[src/rtl/pipe_ctrl_if.sv]
// Pipeline-control bus: ID-stage instruction fields and hazard inputs going in,
// per-stage control bundles coming out. The master drives the ID side, the
// slave (pipe_ctrl) produces the stage controls.
interface pipe_ctrl_if #(
    parameter int RW = 5
);
    logic [10:0]   op;
    logic          id_valid;
    logic [RW-1:0] id_rn;
    logic [RW-1:0] id_rm;
    logic [RW-1:0] id_rd;
    logic          stall;
    logic          flush;

    logic          ex_reg2loc;
    logic          ex_alusrc;
    logic [1:0]    ex_aluop;
    logic [RW-1:0] ex_rd;
    logic          mem_memread;
    logic          mem_memwrite;
    logic          mem_branch;
    logic          mem_zinv;
    logic [RW-1:0] mem_rd;
    logic          wb_regwrite;
    logic          wb_memtoreg;
    logic [RW-1:0] wb_rd;
    logic          stall_req;

    modport master (
        output op, id_valid, id_rn, id_rm, id_rd, stall, flush,
        input  ex_reg2loc, ex_alusrc, ex_aluop, ex_rd,
        input  mem_memread, mem_memwrite, mem_branch, mem_zinv, mem_rd,
        input  wb_regwrite, wb_memtoreg, wb_rd, stall_req
    );

    modport slave (
        input  op, id_valid, id_rn, id_rm, id_rd, stall, flush,
        output ex_reg2loc, ex_alusrc, ex_aluop, ex_rd,
        output mem_memread, mem_memwrite, mem_branch, mem_zinv, mem_rd,
        output wb_regwrite, wb_memtoreg, wb_rd, stall_req
    );
endinterface

[src/rtl/pipe_ctrl.sv]
// LEGv8 pipeline control: decodes the ID opcode and carries the control
// bundle through ID/EX, EX/MEM and MEM/WB, with bubble insertion on stall and
// squash of the two youngest stages on a taken-branch flush.
// Optional feature: define PIPE_CTRL_HAZARD_DETECT_EN to enable the internal
// load-use hazard detector driving stall_req; otherwise stall_req is 0.
module pipe_ctrl #(
    parameter int RW      = 5,
    parameter bit EXT_OPS = 1'b1
) (
    input  logic       clk,
    input  logic       reset,
    pipe_ctrl_if.slave bus
);

    // Field order mirrors the decode table so each entry reads as one literal.
    typedef struct packed {
        logic       reg2loc;
        logic       memtoreg;
        logic       regwrite;
        logic       memread;
        logic       memwrite;
        logic       branch;
        logic       alusrc;
        logic [1:0] aluop;
        logic       zinv;
    } ctrl_t;

    typedef struct packed {
        logic          reg2loc;
        logic          alusrc;
        logic [1:0]    aluop;
        logic          memread;
        logic          memwrite;
        logic          branch;
        logic          zinv;
        logic          regwrite;
        logic          memtoreg;
        logic [RW-1:0] rd;
    } id_ex_t;

    typedef struct packed {
        logic          memread;
        logic          memwrite;
        logic          branch;
        logic          zinv;
        logic          regwrite;
        logic          memtoreg;
        logic [RW-1:0] rd;
    } ex_mem_t;

    typedef struct packed {
        logic          regwrite;
        logic          memtoreg;
        logic [RW-1:0] rd;
    } mem_wb_t;

    ctrl_t   dec;
    id_ex_t  id_ex_d;
    id_ex_t  id_ex;
    ex_mem_t ex_mem;
    mem_wb_t mem_wb;
    logic    stall_req;
    logic    bubble;

    // Opcode decode; anything unrecognised or an invalid slot yields all-zero controls.
    always_comb begin
        // NOTE: default first so every path assigns dec and no latch is inferred.
        dec = '0;
        if (bus.id_valid) begin
            casez (bus.op)
                11'b11010110000,
                11'b1?001011000,
                11'b10?01010000: dec = 10'b0_0_1_0_0_0_0_10_0;
                11'b10110100???: dec = 10'b1_0_0_0_0_1_0_01_0;
                11'b11111000010: dec = 10'b0_1_1_1_0_0_1_00_0;
                11'b11111000000: dec = 10'b1_0_0_0_1_0_1_00_0;
                11'b1?0100010??: if (EXT_OPS) dec = 10'b0_0_1_0_0_0_1_10_0;
                11'b10110101???: if (EXT_OPS) dec = 10'b1_0_0_0_0_1_0_01_1;
                default:         dec = '0;
            endcase
        end
    end

`ifdef PIPE_CTRL_HAZARD_DETECT_EN
    // Load-use hazard: the load in EX writes a register the ID instruction reads.
    // XZR (all-ones) is never a real dependency.
    assign stall_req = id_ex.memread
                     & (id_ex.rd != '1)
                     & ((id_ex.rd == bus.id_rn) | (id_ex.rd == bus.id_rm))
                     & bus.id_valid;
`else
    assign stall_req = 1'b0;
    // Source-register fields only matter to the hazard detector.
    logic unused_src_regs;
    assign unused_src_regs = ^{bus.id_rn, bus.id_rm};
`endif

    assign bubble = bus.stall | stall_req;

    // ID/EX next value: the decoded bundle, or a zero bubble on stall or flush.
    always_comb begin
        id_ex_d = '0;
        if (!(bus.flush || bubble)) begin
            id_ex_d.reg2loc  = dec.reg2loc;
            id_ex_d.alusrc   = dec.alusrc;
            id_ex_d.aluop    = dec.aluop;
            id_ex_d.memread  = dec.memread;
            id_ex_d.memwrite = dec.memwrite;
            id_ex_d.branch   = dec.branch;
            id_ex_d.zinv     = dec.zinv;
            id_ex_d.regwrite = dec.regwrite;
            id_ex_d.memtoreg = dec.memtoreg;
            id_ex_d.rd       = bus.id_rd;
        end
    end

    // ID/EX register.
    always_ff @(posedge clk or negedge reset) begin
        // NOTE: non-blocking so all three stage registers sample pre-edge values.
        if (!reset) id_ex <= '0;
        else        id_ex <= id_ex_d;
    end

    // EX/MEM register: drops EX-only fields; squashed by flush, not by stall.
    always_ff @(posedge clk or negedge reset) begin
        if (!reset) begin
            ex_mem <= '0;
        end else if (bus.flush) begin
            ex_mem <= '0;
        end else begin
            ex_mem.memread  <= id_ex.memread;
            ex_mem.memwrite <= id_ex.memwrite;
            ex_mem.branch   <= id_ex.branch;
            ex_mem.zinv     <= id_ex.zinv;
            ex_mem.regwrite <= id_ex.regwrite;
            ex_mem.memtoreg <= id_ex.memtoreg;
            ex_mem.rd       <= id_ex.rd;
        end
    end

    // MEM/WB register: always advances so older instructions still write back.
    always_ff @(posedge clk or negedge reset) begin
        if (!reset) begin
            mem_wb <= '0;
        end else begin
            mem_wb.regwrite <= ex_mem.regwrite;
            mem_wb.memtoreg <= ex_mem.memtoreg;
            mem_wb.rd       <= ex_mem.rd;
        end
    end

    assign bus.ex_reg2loc   = id_ex.reg2loc;
    assign bus.ex_alusrc    = id_ex.alusrc;
    assign bus.ex_aluop     = id_ex.aluop;
    assign bus.ex_rd        = id_ex.rd;
    assign bus.mem_memread  = ex_mem.memread;
    assign bus.mem_memwrite = ex_mem.memwrite;
    assign bus.mem_branch   = ex_mem.branch;
    assign bus.mem_zinv     = ex_mem.zinv;
    assign bus.mem_rd       = ex_mem.rd;
    assign bus.wb_regwrite  = mem_wb.regwrite;
    assign bus.wb_memtoreg  = mem_wb.memtoreg;
    assign bus.wb_rd        = mem_wb.rd;
    assign bus.stall_req    = stall_req;

endmodule

[src/flat_wrapper.sv]
// flat-port wrapper written by rule: the top's interface ports become plain ports
module pipe_ctrl_flat 
#(
    parameter int RW      = 5,
    parameter bit EXT_OPS = 1'b1
)
  (clk, reset, bus_op, bus_id_valid, bus_id_rn, bus_id_rm, bus_id_rd, bus_stall, bus_flush, bus_ex_reg2loc, bus_ex_alusrc, bus_ex_aluop, bus_ex_rd, bus_mem_memread, bus_mem_memwrite, bus_mem_branch, bus_mem_zinv, bus_mem_rd, bus_wb_regwrite, bus_wb_memtoreg, bus_wb_rd, bus_stall_req);
  pipe_ctrl_if #(.RW(RW)) bus_i ();
  input  logic clk;
  input  logic reset;
  input wire logic [$bits(bus_i.op)-1:0] bus_op;
  input wire logic [$bits(bus_i.id_valid)-1:0] bus_id_valid;
  input wire logic [$bits(bus_i.id_rn)-1:0] bus_id_rn;
  input wire logic [$bits(bus_i.id_rm)-1:0] bus_id_rm;
  input wire logic [$bits(bus_i.id_rd)-1:0] bus_id_rd;
  input wire logic [$bits(bus_i.stall)-1:0] bus_stall;
  input wire logic [$bits(bus_i.flush)-1:0] bus_flush;
  output wire logic [$bits(bus_i.ex_reg2loc)-1:0] bus_ex_reg2loc;
  output wire logic [$bits(bus_i.ex_alusrc)-1:0] bus_ex_alusrc;
  output wire logic [$bits(bus_i.ex_aluop)-1:0] bus_ex_aluop;
  output wire logic [$bits(bus_i.ex_rd)-1:0] bus_ex_rd;
  output wire logic [$bits(bus_i.mem_memread)-1:0] bus_mem_memread;
  output wire logic [$bits(bus_i.mem_memwrite)-1:0] bus_mem_memwrite;
  output wire logic [$bits(bus_i.mem_branch)-1:0] bus_mem_branch;
  output wire logic [$bits(bus_i.mem_zinv)-1:0] bus_mem_zinv;
  output wire logic [$bits(bus_i.mem_rd)-1:0] bus_mem_rd;
  output wire logic [$bits(bus_i.wb_regwrite)-1:0] bus_wb_regwrite;
  output wire logic [$bits(bus_i.wb_memtoreg)-1:0] bus_wb_memtoreg;
  output wire logic [$bits(bus_i.wb_rd)-1:0] bus_wb_rd;
  output wire logic [$bits(bus_i.stall_req)-1:0] bus_stall_req;
  assign bus_i.op = bus_op;
  assign bus_i.id_valid = bus_id_valid;
  assign bus_i.id_rn = bus_id_rn;
  assign bus_i.id_rm = bus_id_rm;
  assign bus_i.id_rd = bus_id_rd;
  assign bus_i.stall = bus_stall;
  assign bus_i.flush = bus_flush;
  assign bus_ex_reg2loc = bus_i.ex_reg2loc;
  assign bus_ex_alusrc = bus_i.ex_alusrc;
  assign bus_ex_aluop = bus_i.ex_aluop;
  assign bus_ex_rd = bus_i.ex_rd;
  assign bus_mem_memread = bus_i.mem_memread;
  assign bus_mem_memwrite = bus_i.mem_memwrite;
  assign bus_mem_branch = bus_i.mem_branch;
  assign bus_mem_zinv = bus_i.mem_zinv;
  assign bus_mem_rd = bus_i.mem_rd;
  assign bus_wb_regwrite = bus_i.wb_regwrite;
  assign bus_wb_memtoreg = bus_i.wb_memtoreg;
  assign bus_wb_rd = bus_i.wb_rd;
  assign bus_stall_req = bus_i.stall_req;
  pipe_ctrl #(.RW(RW), .EXT_OPS(EXT_OPS)) u_core (.clk(clk), .reset(reset), .bus(bus_i));
endmodule
[config.mk]
export PLATFORM = sky130hd
export DESIGN_NAME = pipe_ctrl_flat
export DESIGN_NICKNAME = d
export VERILOG_FILES = /design/src/rtl/pipe_ctrl_if.sv /design/src/rtl/pipe_ctrl.sv /design/src/flat_wrapper.sv
export SDC_FILE = /design/constraint.sdc
export NUM_CORES = 1
export LEC_CHECK = 0
export CORE_MARGIN = 1
export CORE_UTILIZATION = 34
export DETAILED_ROUTE_END_ITERATION = 6
export GPL_TIMING_DRIVEN = 0
export PLACE_DENSITY = 0.79
export SLEW_MARGIN = 40
export SYNTH_ARGS = -nofsm -noshare
export SYNTH_HDL_FRONTEND = slang
export SYNTH_SLANG_ARGS = --single-unit
[constraint.sdc]
create_clock -name clk -period 0.9 [get_ports clk]
set_input_delay 0.09 -clock clk [delete_from_list [all_inputs] [get_ports clk]]
set_output_delay 0.09 -clock clk [all_outputs]
set_load 0.005 [all_outputs]
==> results.yml <==
placed_design:
  pre_cts_slack_ns: -0.677
  gp_congestion: 0.829
  place_hpwl_mm: 1.58
  numPortBuffers: 45
final_layout:
  area_growth_pct: 45.6
  diodes: 0
  final_layout_size_suffix_gt1_frac: 0.456
  fin_nets: 167
route:
  drcViolationCount: 0
  drt_pass1_iterations: 4
  antenna_left: 0
  viasPerCell: 4.28
  num_vias: 771
  wl_per_cell_um: 11.7
  routed_wl_mm: 2.11
  drtIter0Drc: 12
timing:
  final-hold-violation-count: 0
  setup_viol: 13
  rsz0062_at_grt: "true"
  period_needed_ns: 1.02
  post-route-period-util: 1.14
  fmax_mhz: 978
  slew_viol_final: 0
  worstMarginPinSlew_ns: 0.619
  setup_ws_ns: -0.122
  finClkSkew_ns: 0.0105
  tns_ns: -0.600
  maxSlewHeadroom: 0.587
synth:
  synthArstFlopShare: 1.00
  synth_ff_type: "dfrtp_1"
  synth_seq_cells: 30
  yosysWarnings: 0
  synth_edf_count: 0
  synth_top_area_frac: 0.658
  syn_avg_cell_area_um2: 13.0
  yosysMostFrequentCell: "dfrtp_1"
  syn_nets: 119
  seq_area_frac_synth: 0.658
  synth_common_cells: "30 x dfrtp_1, 13 x buf_4, 10 x nor2b_1"
  synthCells: 88
  ys_top_cells_by_area: "dfrtp_1 66%, buf_4 8.6%, nor2b_1 5.5%"
  netlist_area_um2: 1140
  synth_cell_type_count: 24
  synth_top_area_cell: "dfrtp_1"
floorplan:
  dieArea_um2: 3590
  start_util: 0.365
  die_h_um: 59.9
  core-area_um2: 3130
  ioPinCount: 57
  chipWidth_um: 59.9
  num_rows: 20
worst_setup_path:
  crit_slowest_cell: "dfrtp_1"
  cpPeakStageDelay_ns: 0.40
  worstPathArrival_ns: 0.93
  required_ns: 0.81
  critPathTopFamily: "flip-flops"
  crit_buf_inv: 2
  cp-start-kind: "register"
  worstSetupEndpointType: "output pin"
  crit_path_frequent_cell: "buf_6"
  crit_chain: "buf_6 -> buf_6"
  path_class: "register to output pin"
  path_max_fanout: 2
power_and_ir_drop:
  powerDensity_nw_per_um2: 1390
  p_switching_mw: 0.521
  comb_power_share: 0.105
  p_leak_nw: 0.881
  seqPwrFrac: 0.598
  ir_drop_mv: 0.516
  intPower_mw: 1.78
  switching_share: 0.226
  p_clk_frac: 0.297
min_path:
  hold_path.class: "input pin to register"
global_routing:
  grt_start_max_net_pins: 31
  antenna_found_initial: 0
  grt-ovfl-total: 0
  grt_pass1_wl_mm: 3.30
  grt_util_all_layers: 0.131
  grt_pass1_vias: 753
clocking:
  clk_pin_slew_worst_paths_ns: 0.08
  cts_sinks: 30
  cts_tree: "done"
  cts_made_buffers: 5
  cts_max_level: 2
  clock-root-buffer: "clkbuf_4"
  cts-root-to-sink-buffers: 2
  clk_latency_ns: 0.32
run_status:
  violations: "setup timing"
  status: "finished, violations left"
flow_run:
  max-cap-violations: 0
## kinds of logic after synthesis
group | Yosys count | synth area share
buf+inv | 15 | 0.0921
other cells | 1 | 0.00329
compound gates | 2 | 0.0197
flops | 30 | 0.658
simple gates | 40 | 0.227
## area by class of cell
cell class                 instances  area (um^2)
multi-input combinational         43          359
fill                             284         1470
inverter                           1         3.75
timing repair buffer              49          389
buffer                             6         56.3
clock buffer                       5         37.5
sequential                        30          751
tap                               44         55.1
clock inverter                     2         10.0
## metrics by stage
stage | hold WS (ns) | util | std cells | power (mW) | cell area, um^2
after floorplan | -0.206 | - | 88 | 1.47 | 1160
after global placement | 0.333 | 0.531 | 177 | 1.64 | 1660
after detailed placement | 0.143 | 0.530 | 177 | 1.65 | 1660
after CTS | 0.140 | 0.525 | 180 | 2.33 | 1640
after global routing | 0.0719 | 0.531 | 180 | 2.42 | 1660
final | 0.0781 | 0.531 | 180 | 2.30 | 1660
## what timing repair did
action / in CTS / in global routing
resized for setup: 154 / 19
pin swaps: 12 / 10
setup buffers: 3 / 0
hold buffers: 1 / 0
endpoints found under the hold margin: 30 / 0
setup endpoints to repair: 32 / 29
## placed cells by master, fill, tap and decap left out
| cell type | Yosys | final |
|---|---|---|
| conb_1 | 1 | 1 |
| o21bai_1 | 1 | 1 |
| nand4b_1 | 1 | 1 |
| or3_1 | 1 | 1 |
| nand4_1 | 1 | 1 |
| clkdlybuf4s50_1 | 0 | 5 |
| dfrtp_1 | 30 | 30 |
| clkdlybuf4s15_1 | 0 | 1 |
| nor4bb_4 | 0 | 1 |
| nand2_1 | 4 | 2 |
| nor2b_1 | 10 | 10 |
| inv_1 | 1 | 1 |
| and4bb_1 | 1 | 1 |
| clkbuf_4 | 0 | 5 |
| nor3b_4 | 0 | 3 |
| clkbuf_2 | 0 | 2 |
| nand2b_1 | 1 | 1 |
| or2_1 | 1 | 1 |
| buf_6 | 0 | 19 |
| clkbuf_1 | 1 | 1 |
| nor4b_1 | 1 | 1 |
| buf_4 | 13 | 4 |
| and4_1 | 1 | 1 |
| and2_1 | 6 | 6 |
| dlygate4sd2_1 | 0 | 2 |
| nor2_1 | 4 | 3 |
| clkinv_2 | 0 | 2 |
| nor2b_4 | 0 | 1 |
| buf_2 | 0 | 20 |
| and3_1 | 3 | 2 |
| nand2_2 | 0 | 2 |
| dlygate4sd3_1 | 0 | 1 |
| nor2_2 | 0 | 1 |
| a2111oi_4 | 0 | 1 |
| and3_4 | 0 | 1 |
## power groups by stage
stage	combinational, mW	clock (mW)	sequential [mW]
finish	0.242	0.685	1.38
global route	0.264	0.777	1.38
CTS	0.232	0.720	1.38
detailed placement	0.249	0	1.40
global placement	0.243	0	1.40
floorplan	0.0698	0	1.40
## registers in the layout, summed over array words and instances, names as in the netlist
| signal | count |
|---|---|
| u_core.bus.ex_aluop | 2 |
| u_core.id_ex | 4 |
| u_core.bus.ex_rd | 5 |
| u_core.bus.ex_alusrc | 1 |
| u_core.bus.mem_zinv | 1 |
| u_core.bus.wb_memtoreg | 1 |
| u_core.ex_mem | 1 |
| u_core.bus.mem_memread | 1 |
| u_core.bus.mem_memwrite | 1 |
| u_core.bus.ex_reg2loc | 1 |
| u_core.bus.wb_rd | 5 |
| u_core.bus.mem_rd | 5 |
| u_core.bus.wb_regwrite | 1 |
| u_core.bus.mem_branch | 1 |
## routing by layer
layer | part of all wire | vias to the layer above | global-route usage
li1 | - | 366 | -
met1 | 0.37 | 362 | 0.131
met2 | 0.53 | 41 | 0.232
met3 | 0.092 | 2 | 0.0628
met4 | 0.0057 | 0 | 0.0498
met5 | 0 | - | 0
## path summary, 6_finish.rpt
kind | startpoint | end | slack, ns | cells past startpoint
worst max-delay path | u_core.bus.mem_rd[4]$_DFF_PN0_ | bus_mem_rd[4] | -0.12 | 2
worst min-delay path | bus_op[3] | u_core.id_ex[7]$_DFF_PN0_ | 0.08 | 2
worst max register to register | u_core.bus.ex_rd[4]$_DFF_PN0_ | u_core.bus.mem_rd[4]$_DFF_PN0_ | 0.25 | 1
worst min register to register | u_core.ex_mem[6]$_DFF_PN0_ | u_core.bus.wb_regwrite$_DFF_PN0_ | 0.35 | 0
max in group asynchronous | reset | u_core.bus.ex_rd[3]$_DFF_PN0_ | 0.18 | 2
min in group asynchronous | reset | u_core.bus.mem_rd[3]$_DFF_PN0_ | 0.31 | 2
(Power assumes the default switching activity.)
